**src/rtl/if_fetch_unit.sv**
```systemverilog
// Instruction-fetch stage: owns the PC, issues one request at a time to
// instruction memory and presents the returned word to the IF/ID register.
module if_fetch_unit #(
  parameter logic [31:0] RESET_PC  = 32'h0000_0000,
  parameter logic [31:0] NOP_INSTR = 32'h0000_0000
) (
  input  logic        Clk,
  input  logic        Reset,
  output logic        IMemReq,
  output logic [31:0] IMemAddr,
  input  logic        IMemReady,
  input  logic        IMemValid,
  input  logic [31:0] IMemData,
  input  logic        NotStall,
  input  logic        Flush,
  input  logic [31:0] BranchTarget,
  output logic [31:0] Instruction_IF,
  output logic [31:0] PC_IF,
  output logic [31:0] PCAdderResult_IF,
  output logic        Valid_IF
);

  localparam int DATA_W = 32;

  typedef enum logic [1:0] {
    S_FETCH = 2'd0,
    S_WAIT  = 2'd1,
    S_HOLD  = 2'd2,
    S_DRAIN = 2'd3
  } state_t;

  state_t              state, state_n;
  logic [DATA_W-1:0]   fetch_pc, fetch_pc_n;
  logic [DATA_W-1:0]   req_pc, req_pc_n;
  logic [DATA_W-1:0]   instr_p0, instr_p0_n;
  logic [DATA_W-1:0]   pc_p0, pc_p0_n;
  logic [DATA_W-1:0]   pc_add_p0, pc_add_p0_n;
  logic                vld_p0, vld_p0_n;
  logic                outstanding_after;

  // Unsigned 32-bit PC increment; wraps from 32'hFFFF_FFFC to 0.
  function automatic logic [DATA_W-1:0] pc_inc(input logic [DATA_W-1:0] pc);
    return pc + DATA_W'(4);
  endfunction

  always_comb begin
    state_n     = state;
    fetch_pc_n  = fetch_pc;
    req_pc_n    = req_pc;
    instr_p0_n  = instr_p0;
    pc_p0_n     = pc_p0;
    pc_add_p0_n = pc_add_p0;
    vld_p0_n    = vld_p0;

    case (state)
      S_FETCH: begin
        if (IMemReady) begin
          req_pc_n   = fetch_pc;
          fetch_pc_n = pc_inc(fetch_pc);
          state_n    = S_WAIT;
        end
      end
      S_WAIT: begin
        if (IMemValid) begin
          instr_p0_n  = IMemData;
          pc_p0_n     = req_pc;
          pc_add_p0_n = pc_inc(req_pc);
          vld_p0_n    = 1'b1;
          state_n     = S_HOLD;
        end
      end
      S_HOLD: begin
        if (NotStall) begin
          vld_p0_n   = 1'b0;
          instr_p0_n = NOP_INSTR;
          state_n    = S_FETCH;
        end
      end
      S_DRAIN: begin
        if (IMemValid) begin
          state_n = S_FETCH;
        end
      end
      default: state_n = S_FETCH;
    endcase

    // A redirect must still swallow any response that is owed to an
    // already-accepted request, otherwise it would be taken as the target's.
    outstanding_after = ((state == S_FETCH) && IMemReady) ||
                        ((state == S_WAIT)  && !IMemValid) ||
                        ((state == S_DRAIN) && !IMemValid);

    if (Flush) begin
      fetch_pc_n = BranchTarget;
      vld_p0_n   = 1'b0;
      instr_p0_n = NOP_INSTR;
      state_n    = outstanding_after ? S_DRAIN : S_FETCH;
    end
  end

  always_ff @(posedge Clk or posedge Reset) begin
    if (Reset) begin
      state     <= S_FETCH;
      fetch_pc  <= RESET_PC;
      req_pc    <= RESET_PC;
      instr_p0  <= NOP_INSTR;
      pc_p0     <= '0;
      pc_add_p0 <= '0;
      vld_p0    <= 1'b0;
    end else begin
      state     <= state_n;
      fetch_pc  <= fetch_pc_n;
      req_pc    <= req_pc_n;
      instr_p0  <= instr_p0_n;
      pc_p0     <= pc_p0_n;
      pc_add_p0 <= pc_add_p0_n;
      vld_p0    <= vld_p0_n;
    end
  end

  assign IMemReq          = (state == S_FETCH);
  assign IMemAddr         = fetch_pc;
  assign Instruction_IF   = instr_p0;
  assign PC_IF            = pc_p0;
  assign PCAdderResult_IF = pc_add_p0;
  assign Valid_IF         = vld_p0;

endmodule

```
**config.mk**
```make
export PLATFORM = sky130hd
export DESIGN_NAME = if_fetch_unit
export DESIGN_NICKNAME = d
export VERILOG_FILES = /design/src/rtl/if_fetch_unit.sv
export SDC_FILE = /design/constraint.sdc
export NUM_CORES = 1
export LEC_CHECK = 0
export CORE_MARGIN = 4
export CORE_UTILIZATION = 48
export DETAILED_ROUTE_END_ITERATION = 8
export PLACE_DENSITY = 0.8
export SYNTH_ARGS = -nofsm -noshare
export SYNTH_HDL_FRONTEND = slang
export SYNTH_SLANG_ARGS = --single-unit
```
**constraint.sdc**
```tcl
create_clock -name Clk -period 6.8 [get_ports Clk]
set_clock_uncertainty 0.15 [all_clocks]
set_input_delay 0.68 -clock Clk [delete_from_list [all_inputs] [get_ports Clk]]
set_output_delay 0.68 -clock Clk [all_outputs]
set_load 0.02 [all_outputs]
```
==> summary by stage <==
Power
The clock network is responsible for 23.8% of the overall power. The proportion of total power due to net switching is 36.89%. Across the VDD grid, the largest voltage drop is 0.0002331 V.

The analysis attributes to net switching a power of 1.420 mW. The fraction of power consumed by combinational cells is 35.5%. The static leakage power is 4.318 nW. For this design the ratio of total power to cell area is 394.2 nW/um^2. The internal power consumption is 2.429 mW. Sequential cells account for between 40% and 50% of the total power.

Detailed routing
The average via count per standard cell is ~5.3. The total length of routed wires is 18560 um. The number of vias in the routed layout is 5848. The number of search-and-repair iterations in the first detailed-routing pass is 5.

After detailed routing, the number of remaining DRC violations is 0. In this run, the number of DRC markers left after iteration 0 of detailed routing was ~380. Dividing the detail-routed wire length by the instance count gives 16.88 um. In this run the remaining antenna-violating nets after routing total 0.

Global routing
The via count of the first global-routing pass was 5637. The total overflow left after global routing is 0. The number of antenna violations at the first check in global routing was 0. The first global-routing pass estimated 29340 um of wire.

Global routing used 22.29% of the available tracks. The maximum number of pins on one net before global-route repair is 100.

Clocking
The maximum clock insertion buffer count is 2. Clock-pin slew was measured on the worst setup and hold paths at 0.06 ns. After clock tree synthesis, the repair step resized 0 gates. Hold repair after CTS inserted 0 buffers.

Clock tree synthesis found a total of 161 sinks. The clock insertion delay at the later pin of the skew report is approximately 0.42 ns. The maximum level of the CTS H-tree is 4.

The tree is rooted in a clkbuf_16. The post-CTS setup repair buffer count is 0. TritonCTS built the clock tree. TritonCTS created 17 clock buffers.

Die
The initialized floorplan defines 44 standard-cell rows. From bottom edge to top edge, the die measures 129.7 um. The die covers 16830 sq um. During I/O placement, the number of pins put on the boundary was 200. The core area is 14530 sq um.

For this configuration, the core starts out at a cell density of between 40% and 50%. The die is between 100 and 150 um wide.

Synth
Yosys mapped a number of flops with a built-in enable equal to 0. Yosys printed 0 warnings. The total of flip-flops plus latches after synthesis is 161. The sequential element share of the synthesized area is 56.63%. Yosys mapped the design onto 43 distinct sky130hd cell types. After synthesis, the cell types taking the most area are dfrtp_1 (57%), nand2_1 (12%), o21ai_0 (4.1%), a22o_1 (3.9%), xor2_1 (3.8%).

The share of Yosys cell area claimed by the top area cell type is 56.63%. The synthesized design spends more area on one cell type than any other, namely dfrtp_1. Averaged over all synthesized cells, the footprint is 9.881 sq um. The async set-reset flop share out of synthesis is 100.0%. The post-synthesis net count is between 700 and 800. The number of cells produced by synthesis is ~700. In this run the cell area of the synthesized design comes to 7114 sq um. For this run, the leading register cell type out of synthesis is dfrtp_1.

Worst setup path
The cell at the slowest stage of the critical path is nor2_2. The capturing point of the worst reg2reg path is Instruction_IF[2]. The worst setup path is of the input port to flop kind.

The buffers plus inverters on the worst setup path is 2. The largest fanout of any net on the critical path is between 90 and 100. The cell family contributing the most delay on the critical path is simple AND/OR/NAND/NOR gates. The critical path endpoint category is a flop.

Data on the critical path is required at its endpoint by 7.01 ns. The stage delay of the slowest cell on the critical path is 1.09 ns. The reg-to-reg critical path startpoint is state[1]. The setup slack of the most critical reg-to-reg path is 4.05 ns. Counting cells, the worst reg-to-reg path comes to 5. The signal on the critical path passes through clkdlybuf4s50_1 > nand3_2 > buf_4 > nor2_2 > a22o_1. Data on the critical path arrives at its endpoint at 3.13 ns. STA classifies the critical path startpoint as an input port.

Outcome
The flow ran to the end, and the final reports show no timing, DRC or antenna violations.

STA
The count of final hold-check violations is 0. The top achievable clock speed is 342.0 MHz. The worst-case hold slack is 0.3235 ns. For the pin with the worst max-slew slack, the measured transition is 1.313 ns. Of the available clock period, the critical path in the final layout requires 42.99%. The total of endpoints with negative setup slack in the final report is 0. Setup repair after global routing left no endpoint under its margin. Measured against its own limit, the worst slew margin works out to 12.40%. Subtracting the final worst setup slack from the clock period gives 2.924 ns. The count of pins over their slew limit is 0. Adding up every negative setup slack in the final design gives 0 ns.

Cells and area
The layout net count is between 900 and 1000. The summed area of non-filler cells in the final layout is 9762 sq um. The area used by sequential logic in the layout is approximately 4000 sq um. The proportion of layout cells with a drive suffix above 1 is 6.114%.

The total of fill cells in the finished design is 1145. 0 antenna diodes ended up in the layout. The combined area of the multi-input logic cells is 2858 sq um. Relative to the synthesized area, the layout overhead comes to 37.21%.

Placed design
The HPWL after detailed placement is around 13000 um. The congestion estimate from routability-driven global placement came to 0.8336. The standard cell area after detailed placement is 9191 sq um. The quantity of I/O buffers inserted on ports is 199.

Worst hold path
The worst hold path was traced through 2 stages. The worst hold path terminates at PC_IF[0]. In this run the worst hold path is classified as flop to flop. The startpoint identified for the worst hold timing path is req_pc[0].

Job
Across the run, the number of max-cap violations was 0.
-- metrics by stage --
stage	utilization, %	setup slack (ns)	total power, mW	cells
3_5_place_dp	63.24	3.468	2.946	1068
4_1_cts	67.17	3.909	3.870	1100
2_1_floorplan	-	1.622	2.276	720
3_3_place_gp	63.24	3.525	2.906	1068
5_1_grt	67.17	3.723	4.060	1100
6_report	67.17	3.876	3.849	1100
-- power groups by stage --
stage | Combinational (mW) | Clock [mW] | Sequential (mW)
after floorplan | 0.528 | 0 | 1.75
after global placement | 1.34 | 0 | 1.56
after detailed placement | 1.37 | 0 | 1.58
after CTS | 1.38 | 0.927 | 1.56
after global routing | 1.48 | 0.970 | 1.61
final | 1.37 | 0.917 | 1.57
-- routing by layer --
layer / share of wire, % / wire length [um] / GRT usage, % / up-vias
met5: 0 / 0 / 0 / -
met4: 1.7 / 313 / 6.968 / 0
met3: 6.6 / 1232 / 5.362 / 26
met2: 47 / 8780 / 34.18 / 194
met1: 44 / 8238 / 31.72 / 2832
li1: - / - / - / 2796
-- cells by family after synthesis --
| family | count (synthesis) | share of synthesized area, % |
|---|---|---|
| and+or+nand+nor | 337 | 22.27 |
| DFF | 161 | 56.63 |
| AOI/OAI and AO/OA | 107 | 9.655 |
| xor gates and xnor gates | 57 | 7.017 |
| buffers and inverters | 51 | 3.306 |
| muxes | 5 | 0.7738 |
| adders and majority gates | 2 | 0.3517 |
-- cell usage after synthesis, types with 2 or more instances --
library cell	count
mux2_2	4
nor2_1	11
and4_1	4
nand4_4	2
buf_4	3
nand4_1	14
ha_1	2
buf_2	7
o21ai_0	58
xor2_1	31
inv_1	10
nor4_1	2
clkbuf_1	27
xnor2_1	26
o21ai_1	11
nor4_2	4
a22o_1	32
buf_6	3
and3_1	13
nand2_1	236
nand3_1	27
nor3_1	10
and2_1	3
dfrtp_1	161
-- registers in the layout, summed over array words and instances, names as in the netlist --
register	count
IMemAddr	32
Instruction_IF	32
PC_IF	32
req_pc	32
PCAdderResult_IF	30
state	2
Valid_IF	1
-- layout make-up --
type,instances,share of cell area [%]
clock buffers,24,5.037
clock inverters,8,0.8075
inverters,10,0.4358
multi-input cells,508,29.27
flip-flops and latches,161,41.27
well taps,184,2.358
repair buffers,205,20.82
-- cell usage in the layout, fill, tap and decap left out, types with 10 or more instances in the layout --
| master | instances |
|---|---|
| a22o_1 | 32 |
| o21ai_0 | 58 |
| and3_1 | 13 |
| clkdlybuf4s50_1 | 198 |
| clkbuf_16 | 17 |
| nor2_1 | 10 |
| nor3_1 | 10 |
| dfrtp_1 | 161 |
| o21ai_1 | 11 |
| nand4_1 | 14 |
| xnor2_1 | 26 |
| nand2_1 | 236 |
| xor2_1 | 31 |
| nand3_1 | 26 |
-- tightest hold or removal path, delay by kind of cell, from the launching register on --
family / cells / cell delay [ns]
DFF: 1 / 0.34
and+or+nand+nor: 2 / 0.10
-- worst max path at each step --
stage | cells after the start | end | startpoint
finish | 5 | Instruction_IF[2] | IMemValid
global route | 5 | Instruction_IF[8] | IMemValid
CTS | 5 | Instruction_IF[8] | IMemValid
detailed placement | 5 | Instruction_IF[24] | IMemValid
global placement | 5 | Instruction_IF[1] | IMemValid
floorplan | 1 | IMemAddr[0] | Reset
Note: power is estimated with default switching activity, not from simulation.
